`src/rtl/puf_eval_ctrl.sv`:
```
// puf_eval_ctrl: sequences challenge load, PUF reset/settle/sample and response return (majority vote under PUF_EVAL_MAJORITY_EN)
module puf_eval_ctrl #(
  parameter int CHAL_BITS  = 128,
  parameter int RESET_CYC  = 4,
  parameter int SETTLE_CYC = 16,
  parameter int NSAMP      = 8
) (
  input  logic                 clk,
  input  logic                 rstn,
  input  logic                 start,
  input  logic                 abort,
  input  logic [CHAL_BITS-1:0] challenge,
  input  logic [1:0]           sel_in,
  input  logic [1:0]           length_in,
  output logic                 busy,
  output logic                 done,
  output logic                 response,
  output logic                 sr_en,
  output logic                 sr_si,
  output logic                 puf_reset,
  output logic [1:0]           puf_sel,
  output logic [1:0]           length,
  input  logic                 puf_out
);
  typedef enum logic [2:0] {IDLE, LOAD, RST, SETTLE, SAMPLE, DONE} state_t;
  localparam int CNT_MAX = (CHAL_BITS > RESET_CYC) ?
                           ((CHAL_BITS > SETTLE_CYC) ? CHAL_BITS : SETTLE_CYC) :
                           ((RESET_CYC > SETTLE_CYC) ? RESET_CYC : SETTLE_CYC);
  localparam int CW = $clog2(CNT_MAX + 1);
  localparam logic [CW-1:0] LOAD_LAST   = CW'(CHAL_BITS - 1);
  localparam logic [CW-1:0] RST_LAST    = CW'(RESET_CYC - 1);
  localparam logic [CW-1:0] SETTLE_LAST = CW'(SETTLE_CYC - 1);
`ifdef PUF_EVAL_MAJORITY_EN
  localparam int SW = $clog2(NSAMP + 1);
  localparam logic [SW-1:0] SAMP_LAST = SW'(NSAMP - 1);
  localparam logic [SW-1:0] HALF      = SW'(NSAMP / 2);
  logic [SW-1:0] samp_q, samp_d, ones_q, ones_d;
`endif
  state_t               state_q, state_d;
  logic [CW-1:0]        cnt_q, cnt_d;
  logic [CHAL_BITS-1:0] shadow_q, shadow_d;
  logic                 response_q, response_d;
  logic [1:0]           puf_sel_q, puf_sel_d, length_q, length_d;
  logic [1:0]           sync_q, sync_d;
  // puf_out is asynchronous; the 2-flop chain runs regardless of FSM state
  always_comb sync_d = {sync_q[0], puf_out};
  // next-state, counters and captured run parameters
  always_comb begin
    state_d    = state_q;
    cnt_d      = cnt_q;
    shadow_d   = shadow_q;
    response_d = response_q;
    puf_sel_d  = puf_sel_q;
    length_d   = length_q;
`ifdef PUF_EVAL_MAJORITY_EN
    samp_d     = samp_q;
    ones_d     = ones_q;
`endif
    case (state_q)
      IDLE: if (start) begin
        state_d    = LOAD;
        cnt_d      = '0;
        shadow_d   = challenge;
        puf_sel_d  = sel_in;
        length_d   = length_in;
        response_d = 1'b0;
`ifdef PUF_EVAL_MAJORITY_EN
        samp_d     = '0;
        ones_d     = '0;
`endif
      end
      LOAD: begin
        shadow_d = {shadow_q[CHAL_BITS-2:0], 1'b0};
        state_d  = (cnt_q == LOAD_LAST) ? RST : LOAD;
        cnt_d    = (cnt_q == LOAD_LAST) ? '0 : cnt_q + 1'b1;
      end
      RST: begin
        state_d = (cnt_q == RST_LAST) ? SETTLE : RST;
        cnt_d   = (cnt_q == RST_LAST) ? '0 : cnt_q + 1'b1;
      end
      SETTLE: begin
        state_d = (cnt_q == SETTLE_LAST) ? SAMPLE : SETTLE;
        cnt_d   = (cnt_q == SETTLE_LAST) ? '0 : cnt_q + 1'b1;
      end
`ifdef PUF_EVAL_MAJORITY_EN
      SAMPLE: begin
        ones_d  = ones_q + SW'(sync_q[1]);
        state_d = (samp_q == SAMP_LAST) ? DONE : RST;
        samp_d  = (samp_q == SAMP_LAST) ? samp_q : samp_q + 1'b1;
        response_d = (samp_q == SAMP_LAST) ? (ones_d > HALF) : response_q;
      end
`else
      SAMPLE: begin
        response_d = sync_q[1];
        state_d    = DONE;
      end
`endif
      DONE:    state_d = IDLE;
      default: state_d = IDLE;
    endcase
    if (abort && state_q != IDLE) begin
      state_d    = IDLE;
      cnt_d      = '0;
      response_d = response_q;
    end
  end
  // state and datapath registers
  always_ff @(posedge clk or negedge rstn) begin
    if (!rstn) begin
      state_q    <= IDLE;
      cnt_q      <= '0;
      shadow_q   <= '0;
      response_q <= 1'b0;
      puf_sel_q  <= 2'b00;
      length_q   <= 2'b00;
      sync_q     <= 2'b00;
    end else begin
      state_q    <= state_d;
      cnt_q      <= cnt_d;
      shadow_q   <= shadow_d;
      response_q <= response_d;
      puf_sel_q  <= puf_sel_d;
      length_q   <= length_d;
      sync_q     <= sync_d;
    end
  end
`ifdef PUF_EVAL_MAJORITY_EN
  // vote accumulation across repeated samples of one challenge
  always_ff @(posedge clk or negedge rstn) begin
    if (!rstn) begin
      samp_q <= '0;
      ones_q <= '0;
    end else begin
      samp_q <= samp_d;
      ones_q <= ones_d;
    end
  end
`endif
  assign busy      = state_q != IDLE;
  assign done      = state_q == DONE;
  assign sr_en     = state_q == LOAD;
  assign sr_si     = (state_q == LOAD) & shadow_q[CHAL_BITS-1];
  assign puf_reset = state_q != SETTLE;
  assign response  = response_q;
  assign puf_sel   = puf_sel_q;
  assign length    = length_q;
endmodule

```
`config.mk`:
```
export PLATFORM = sky130hd
export DESIGN_NAME = puf_eval_ctrl
export DESIGN_NICKNAME = d
export VERILOG_FILES = /design/src/rtl/puf_eval_ctrl.sv
export SDC_FILE = /design/constraint.sdc
export NUM_CORES = 1
export LEC_CHECK = 0
export CAP_MARGIN = 30
export CORE_MARGIN = 2
export CORE_UTILIZATION = 46
export CTS_CLUSTER_SIZE = 40
export DETAILED_ROUTE_END_ITERATION = 8
export PLACE_DENSITY = 0.75
export REMOVE_ABC_BUFFERS = 1
export SYNTH_ARGS = -nofsm -noshare
export SYNTH_HDL_FRONTEND = slang
export SYNTH_SLANG_ARGS = --single-unit
```
`constraint.sdc`:
```
create_clock -name clk -period 1.7 [get_ports clk]
set_input_delay 0.255 -clock clk [delete_from_list [all_inputs] [get_ports clk]]
set_output_delay 0.255 -clock clk [all_outputs]
set_load 0.1 [all_outputs]
```
; After elaboration in Yosys (flattened, before gate mapping)
; Cells that the tools add are included.
[word_totals]
out_inout_bits = 10
regBits = 146
wordCells = 47
[classes]
bitwise_logic = 2
muxes = 16
reduce_logical = 10
eq_ne = 11
n_addsub = 1
[op_table]
columns = cell, n
row1 = 128-bit one-hot mux with 2 select lines, 1
row2 = 128-bit 2-to-1 mux, 1
row3 = 8-bit 2-to-1 mux, 5
row4 = 8-bit one-hot mux with 4 select lines, 1
row5 = 3-bit one-hot mux with 5 select lines, 1
row6 = 3-bit 2-to-1 mux, 3
row7 = 8-bit by 1-bit adder with 8-bit output (second input constant), 1
row8 = 8-bit by 2-bit equality test with 1-bit output (second input constant), 1
row9 = 8-bit by 4-bit equality test with 1-bit output (second input constant), 1
row10 = 8-bit by 7-bit equality test with 1-bit output (second input constant), 1
row11 = 3-bit by 2-bit equality test with 1-bit output (second input constant), 2
row12 = 3-bit equality test (second input constant), 2
row13 = 2-bit AND reduction, 3
row14 = 5-bit nonzero test, 1
row15 = 2-bit nonzero test, 2
row16 = 3-bit by 1-bit equality test with 1-bit output (second input constant), 1
row17 = 3-bit zero test, 1
row18 = 3-bit by 2-bit != test with 1-bit output (second input constant), 1
row19 = 3-bit != test (second input constant), 1
row20 = 3-bit AND reduction, 1
row21 = 3-bit nonzero test, 1
row22 = 1-bit 2-to-1 mux, 2
row23 = 2-bit 2-to-1 mux, 1
row24 = 2-bit != test (second input constant), 1
row25 = 4 further kinds, 4

; Logic depth before layout (Yosys ltp)
; Gate-level depths: netlist of the first run.
[logic_depth]
word_depth = 4
ltp_mapped = 7

; Worst setup path after synthesis of the first run
; No wires, ideal clock.
[synth_timing]
path_kind = reg2out
from = reg state_q[0]
to = out done
path_slack_ns = -1.449
path_stages_with_launch = 3
required_ns = 1.445
n_path_buf = 1
arrival_ns = 2.894
cell_sequence = dfrtp_1 clkbuf_1 nor3b_1
[synth_between]
elab_chain_cells = 1
[synth_rtl]
columns = element, line
row1 = "start, declared", 39  ; state_t state_q, state_d;
row2 = "start signal, assigned", 118  ; state_q <= state_d;
row3 = 3-bit equality test, 140  ; assign done = state_q == DONE;
row4 = "end, declared", 16  ; output logic done,
; No other way between the ends.

; Final worst setup path of the first run
[layout_timing]
from = reg state_q[2]
to = out done
; The elaborated chain is that of the path after synthesis.

==> results of run 1 <==
[state kept, by name (all words and copies together), names as in the netlist]
| name | flops |
|---|---|
| state_q | 3 |
| sync_q | 2 |
| length | 2 |
| response | 1 |
| shadow_q | 128 |
| cnt_q | 8 |
| puf_sel | 2 |
[worst min path at each step]
stage                     startpoint           end  slack, ps  cells past startpoint
after floorplan                 rstn      cnt_q[0]        -40                      0
after global placement          rstn  shadow_q[31]        170                      1
after detailed placement        rstn  shadow_q[13]        170                      1
after CTS                    puf_out     sync_q[0]        280                      1
after global routing         puf_out     sync_q[0]        280                      1
final                           rstn  shadow_q[13]        300                      2
[kinds of logic (layout without fill, tap and decap cells)]
| kind of cell | after synthesis | in the layout | share of synthesized area |
|---|---|---|---|
| adders and majority gates | 1 | 1 | 0.001801 |
| AOI/OAI and AO/OA | 161 | 161 | 0.1272 |
| DFF | 146 | 146 | 0.5259 |
| buffers and inverters | 53 | 258 | 0.04503 |
| muxes | 132 | 132 | 0.1909 |
| and+or+nand+nor | 178 | 178 | 0.1092 |
[layer usage]
layer	GRT usage	part of all wire
met5	0	0
met3	0.04386	0.043
met4	0.08145	0.018
met1	0.2601	0.44
met2	0.3400	0.50
[cells in the final DEF, fill, tap and decap left out, types with 5 or more instances in the layout]
master                            instances
sky130_fd_sc_hd__buf_4                   28
sky130_fd_sc_hd__o21ai_1                127
sky130_fd_sc_hd__buf_8                   10
sky130_fd_sc_hd__clkbuf_16               26
sky130_fd_sc_hd__o21ai_0                 13
sky130_fd_sc_hd__nor2_1                   6
sky130_fd_sc_hd__mux2i_2                 11
sky130_fd_sc_hd__clkinvlp_4               5
sky130_fd_sc_hd__buf_6                   15
sky130_fd_sc_hd__mux2i_1                116
sky130_fd_sc_hd__nand2_1                139
sky130_fd_sc_hd__clkdlybuf4s50_1        135
sky130_fd_sc_hd__dfrtp_1                144
sky130_fd_sc_hd__nand3_1                  6
sky130_fd_sc_hd__buf_12                  22
[stage by stage]
step | instances | area [sq um] | worst slack, ps
5_1_grt | 1060 | 10270 | -274.3
3_5_place_dp | 991 | 8875 | -258.3
3_3_place_gp | 991 | 8875 | -175.4
6_report | 1060 | 10270 | -225.3
4_1_cts | 1034 | 9637 | -221.0
2_1_floorplan | 621 | 6645 | -8211
[report_power, final]
part | total, mW | internal [mW] | switching, mW
Combinational | 6.94 | 3.45 | 3.49
Sequential | 6.00 | 5.08 | 0.921
Clock | 3.89 | 2.43 | 1.46
[Yosys cell counts (2+ instances only)]
master	count	share of area
sky130_fd_sc_hd__clkbuf_1	14	0.0076
sky130_fd_sc_hd__a21oi_1	4	0.0029
sky130_fd_sc_hd__o21ai_1	79	0.057
sky130_fd_sc_hd__o21ai_0	62	0.045
sky130_fd_sc_hd__inv_1	3	0.0016
sky130_fd_sc_hd__o211ai_1	4	0.0043
sky130_fd_sc_hd__a21bo_2	2	0.0029
sky130_fd_sc_hd__o21bai_1	2	0.0022
sky130_fd_sc_hd__buf_6	9	0.015
sky130_fd_sc_hd__nand2_1	141	0.076
sky130_fd_sc_hd__buf_2	21	0.015
sky130_fd_sc_hd__nor4_1	3	0.0027
sky130_fd_sc_hd__nor3_1	3	0.0022
sky130_fd_sc_hd__buf_4	5	0.0054
sky130_fd_sc_hd__mux2_2	4	0.0065
sky130_fd_sc_hd__nor2_1	7	0.0038
sky130_fd_sc_hd__and3_1	3	0.0027
sky130_fd_sc_hd__and2b_1	2	0.0022
sky130_fd_sc_hd__dfrtp_1	146	0.53
sky130_fd_sc_hd__mux2i_1	128	0.18
sky130_fd_sc_hd__nand3_1	6	0.0043
[what timing repair did]
action,in CTS,in global routing
hold endpoints to repair,31,0
setup buffers,9,13
gates resized for setup,10,106
pin swaps,5,9
endpoints found under the setup margin,12,141
gates cloned,1,14
hold buffers,1,0
[layout make-up]
class	count	area [sq um]
clock buffer	21	470.5
clock inverter	11	150.1
fill	1052	4378
inverter	3	11.26
multi-input combinational	472	3104
sequential	146	3656
tap	184	230.2
timing repair buffer	223	2644
==> reports/summary.json, run 1 <==
{
  "critical_path": {
    "worst-setup-path-type": "flip-flop to output pin",
    "crit_path_end": "done",
    "reg2reg_depth": 8,
    "r2r_end": "shadow_q[36]",
    "cpMostUsedCell": "sky130_fd_sc_hd__buf_6",
    "startpoint": "state_q[2]",
    "ff2ff_setup_slack_ps": -180,
    "crit_buf_inv": 5,
    "critPathMaxFanout": 5,
    "worst_ep_required_time_ps": 1440,
    "timing.critical_path.max_delay_family": "buffers and inverters",
    "critical_path.reg2reg.startpoint": "state_q[2]",
    "worstSetupEndpointType": "output pin",
    "critical_path_arrival_ps": 1670,
    "critical_path.cell_chain": "buf_4 > buf_6 > inv_2 > buf_6 > nor3b_4 > buf_12",
    "worst-path-stages": 6,
    "timing.critical_path.slowest_stage_cell": "sky130_fd_sc_hd__dfrtp_2",
    "worst_path_largest_cell_delay_ps": 410,
    "critical_path_launch_point_type": "flip-flop"
  },
  "outcome": {
    "violations_in_the_final_reports": "setup timing",
    "run_status": "complete, but fails checks"
  },
  "grt": {
    "antenna_found_initial": 0,
    "global_route.usage.total": 0.2037,
    "first_global_vias": 5576,
    "grt_max_degree": 87,
    "grt_pass1_wl_microns": 26370,
    "overflow": 0
  },
  "synthesis": {
    "synthFlopType": "sky130_fd_sc_hd__dfrtp_1",
    "synthArstFlopShare": 1.000,
    "synth-seq-area-share": 0.5259,
    "mean_syn_cell_area_sq_um": 10.35,
    "yosys_warnings": 0,
    "syn_inst": 671,
    "total_standard_cell_area_after_synthesis_sq_mm": 0.006947,
    "synth_edf_count": 0,
    "yosys.cell_types.count": 44,
    "synth-seq-cells": 146
  },
  "die": {
    "num_rows": 44,
    "design.die.area_sq_mm": 0.01610,
    "die_h_microns": 126.9,
    "dieWidth_microns": 126.9,
    "design.core.area_sq_mm": 0.01464,
    "num_io_pins": 147,
    "floorplan.initialDensity": 0.4744
  },
  "placement": {
    "place_hpwl_microns": 10570,
    "place.port_buffers": 146,
    "gp_congestion": 0.9427
  },
  "min_path": {
    "hp-class": "input pin to async pin"
  },
  "clock_network": {
    "clock-sinks": 146,
    "insertion_delay_ps": 420,
    "cts_max_path_buffers": 2,
    "clk_pin_slew_worst_paths_ps": 60,
    "clock_tree.htree_level_count": 4,
    "cts-buffers-inserted": 17,
    "clk_root_buffer_cell": "sky130_fd_sc_hd__clkbuf_16",
    "cts_tree": "built"
  },
  "timing": {
    "timing_hold_violations_final": 0,
    "report.final.setup_viol": 139,
    "postLayoutSetupSlackWorst_ps": -225.3,
    "tightestPinTransition_ps": 366.9,
    "period_minus_slack_ps": 1925,
    "rsz0062_at_grt": "true",
    "whs_ps": 299.3,
    "setup_total_negative_slack_ps": -14440,
    "slew_violations": 0,
    "final.setup_skew_ps": 11.43,
    "maxSlewHeadroom": 0.7532,
    "final_min_period_over_clock_period": 1.133,
    "max_clock_freq_mhz": 519.4
  },
  "detailed_routing": {
    "route.antenna.remaining_nets": 0,
    "drt_drc_violations_left": 0,
    "routed_via_density": 5.386,
    "drt_iter0_drc": 508,
    "drt_pass1_iterations": 7,
    "routedWlPerCell_microns": 16.93,
    "finalWirelength_microns": 17940,
    "route.vias.total": 5709
  },
  "run": {
    "drv.max_cap_violation_count": 0
  },
  "layout": {
    "final_core_utilization": 0.7010,
    "drive_above_1_share": 0.1792,
    "flow.area_growth_from_synthesis_pct": 47.78,
    "n_antenna_cell": 0,
    "number_of_nets_in_the_final_layout": 1001
  },
  "power_and_ir_drop": {
    "p_leak_nw": 4.397,
    "total_power_mw": 16.83,
    "power-per-cell-area_mw_per_mm2": 1639,
    "peakVddDrop_v": 0.0007911
  }
}
Note: power is estimated with default switching activity, not from simulation.
==> run 2: changes to the inputs <==
--- a/config.mk
+++ b/config.mk
@@ -7,11 +7,13 @@
 export LEC_CHECK = 0
 export CAP_MARGIN = 30
 export CORE_MARGIN = 2
-export CORE_UTILIZATION = 46
+export CORE_UTILIZATION = 50
 export CTS_CLUSTER_SIZE = 40
 export DETAILED_ROUTE_END_ITERATION = 8
-export PLACE_DENSITY = 0.75
+export HOLD_SLACK_MARGIN = 0.03
+export PLACE_DENSITY = 0.78
 export REMOVE_ABC_BUFFERS = 1
 export SYNTH_ARGS = -nofsm -noshare
 export SYNTH_HDL_FRONTEND = slang
 export SYNTH_SLANG_ARGS = --single-unit
+export TNS_END_PERCENT = 50
==> constraint.sdc (replaced) <==
create_clock -name clk -period 1.9 [get_ports clk]
set_input_delay 0.285 -clock clk [delete_from_list [all_inputs] [get_ports clk]]
set_output_delay 0.285 -clock clk [all_outputs]
set_load 0.1 [all_outputs]
==> run 2 against run 1 <==
The flow now finishes without violations. Flip-flop and latch count did not move. Count of clock-buffer cells in the layout increased by 5. Worst hold slack gained 7.4 ps. Clock skew fell by 3.3 ps. Critical path type unchanged. Largest cell class unchanged. Largest power group is now registers. Highest routed layer unchanged.
==> reports/summary.json, run 2 (same netlist as run 1, synthesis figures left out) <==
{
  "min_path": {
    "hp-class": "input pin to flip-flop",
    "hold_path_depth": 1,
    "min-delay-start": "puf_out",
    "endpoint_with_the_worst_hold_slack": "sync_q[0]"
  },
  "clock_network": {
    "cts_tree": "built",
    "insertion_delay_ps": 420,
    "clock_tree.htree_level_count": 4,
    "cts-buffers-inserted": 17,
    "cts_max_path_buffers": 2,
    "clk_root_buffer_cell": "sky130_fd_sc_hd__clkbuf_16",
    "clock-sinks": 146,
    "clk_pin_slew_worst_paths_ps": 60
  },
  "layout": {
    "n_antenna_cell": 0,
    "mostFrequentLayoutCells": "sky130_fd_sc_hd__dfrtp_1, sky130_fd_sc_hd__nand2_1, sky130_fd_sc_hd__clkdlybuf4s50_1",
    "biggestRegsByFlops": "shadow_q: 128 flops, cnt_q: 8 flops, state_q: 3 flops",
    "drive_above_1_share": 0.1275,
    "flow.area_growth_from_synthesis_pct": 36.96,
    "final_common_cell": "sky130_fd_sc_hd__dfrtp_1",
    "post_layout_nonfiller_instances": 1027,
    "largest_register": "shadow_q",
    "number_of_flip_flops_in_the_largest_register": 128,
    "multi_input_area_sq_mm": 0.003005,
    "n_fill_cell": 997,
    "number_of_nets_in_the_final_layout": 973,
    "area_occupied_by_registers_sq_mm": 0.003657
  },
  "critical_path": {
    "worstSetupEndpointType": "output pin",
    "critical_path_arrival_ps": 1580,
    "r2r_end": "cnt_q[7]",
    "reg2reg_depth": 5,
    "worst-setup-path-type": "flip-flop to output pin",
    "critical_path.reg2reg.startpoint": "state_q[2]",
    "critPathMaxFanout": 4,
    "critical_path_launch_point_type": "flip-flop",
    "ff2ff_setup_slack_ps": 70,
    "worst_ep_required_time_ps": 1620
  },
  "timing": {
    "timing_hold_violations_final": 0,
    "slew_violations": 0,
    "period_minus_slack_ps": 1868,
    "setup_total_negative_slack_ps": 0,
    "max_clock_freq_mhz": 535.2,
    "whs_ps": 306.7,
    "rsz0062_at_grt": "true",
    "report.final.setup_viol": 0,
    "postLayoutSetupSlackWorst_ps": 31.70,
    "final_min_period_over_clock_period": 0.9833,
    "maxSlewHeadroom": 0.7144,
    "tightestPinTransition_ps": 428.4,
    "final.setup_skew_ps": 8.094
  },
  "grt": {
    "grt_pass1_wl_microns": 25410,
    "antenna_found_initial": 0,
    "first_global_vias": 5480,
    "overflow": 0,
    "grt_max_degree": 83,
    "global_route.usage.total": 0.2168
  },
  "die": {
    "num_rows": 43,
    "design.die.area_sq_mm": 0.01485,
    "die_h_microns": 121.9,
    "floorplan.initialDensity": 0.5063,
    "num_io_pins": 147,
    "design.core.area_sq_mm": 0.01372,
    "dieWidth_microns": 121.9
  },
  "placement": {
    "dp.cells": 986,
    "place_hpwl_microns": 10470,
    "gp_congestion": 0.8360,
    "place.port_buffers": 146,
    "dp_slack_ps": -22.36
  },
  "outcome": {
    "run_status": "finished, final reports clean"
  },
  "detailed_routing": {
    "drt_iter0_drc": 341,
    "drt_pass1_iterations": 4,
    "routedWlPerCell_microns": 14.94,
    "route.vias.total": 5377,
    "finalWirelength_microns": 15340,
    "drt_drc_violations_left": 0,
    "routed_via_density": 5.236,
    "route.antenna.remaining_nets": 0
  },
  "power_and_ir_drop": {
    "p_leak_nw": 4.105,
    "peakVddDrop_v": 0.0006430,
    "total_power_mw": 13.80,
    "power-per-cell-area_mw_per_mm2": 1450
  },
  "run": {
    "drv.max_cap_violation_count": 0
  }
}
[run 2: cell count changes in the layout (fill, tap and decap cells not counted), sizes merged]
cell / previous run / this run
clkinvlp: 5 / 0
buf: 77 / 58
clkinv: 1 / 3
clkbuf: 30 / 26
inv: 5 / 3
bufinv: 3 / 2
[run 2: final cells by class]
| class | instances | share of cell area |
|---|---|---|
| Inverter | 3 | 0.001184 |
| Tap cell | 180 | 0.02367 |
| Timing Repair Buffer | 195 | 0.2145 |
| Clock buffer | 26 | 0.05247 |
| Clock inverter | 5 | 0.007891 |
| Sequential cell | 146 | 0.3844 |
| Multi-Input combinational cell | 472 | 0.3159 |
[run 2: critical path, cell delays in order, from the launching register on]
cell and delay [ps]:
sky130_fd_sc_hd__dfrtp_2 440, sky130_fd_sc_hd__nor3b_4 260, sky130_fd_sc_hd__buf_12 150, sky130_fd_sc_hd__and2_4 140, sky130_fd_sc_hd__buf_12 160
[run 2: per-stage QoR]
stage / util / cell area, sq um
after CTS: 0.6919 / 9493
after detailed placement: 0.6423 / 8812
after floorplan: - / 6645
after global placement: 0.6423 / 8812
after global routing: 0.6935 / 9514
final: 0.6935 / 9514
[run 2: worst max path at each step]
stage	from	to	slack [ps]
5_1_grt	state_q[2]	sr_si	-30
4_1_cts	state_q[1]	busy	1
6_report	state_q[2]	sr_si	30
3_5_place_dp	abort	cnt_q[7]	-20
3_3_place_gp	abort	cnt_q[7]	-5
2_1_floorplan	state_q[0]	sr_si	-8040
[run 2: power breakdown]
part / switching [mW] / internal, mW
Sequential: 0.757 / 4.55
Combinational: 2.80 / 2.41
Clock: 1.23 / 2.06
[run 2: what timing repair did]
action	in CTS	in global routing
cloned	1	0
hold endpoints to repair	40	0
gates resized for setup	5	5
pin swaps	1	2
hold buffers	1	0
setup buffers	7	1
setup endpoints to repair	3	10
[run 2: per-layer routing]
layer	vias to the layer above	global-route usage	part of all wire
li1	2660	-	-
met1	2545	0.2765	0.44
met2	142	0.3628	0.49
met3	30	0.04120	0.047
met4	0	0.09195	0.025
met5	-	0	0
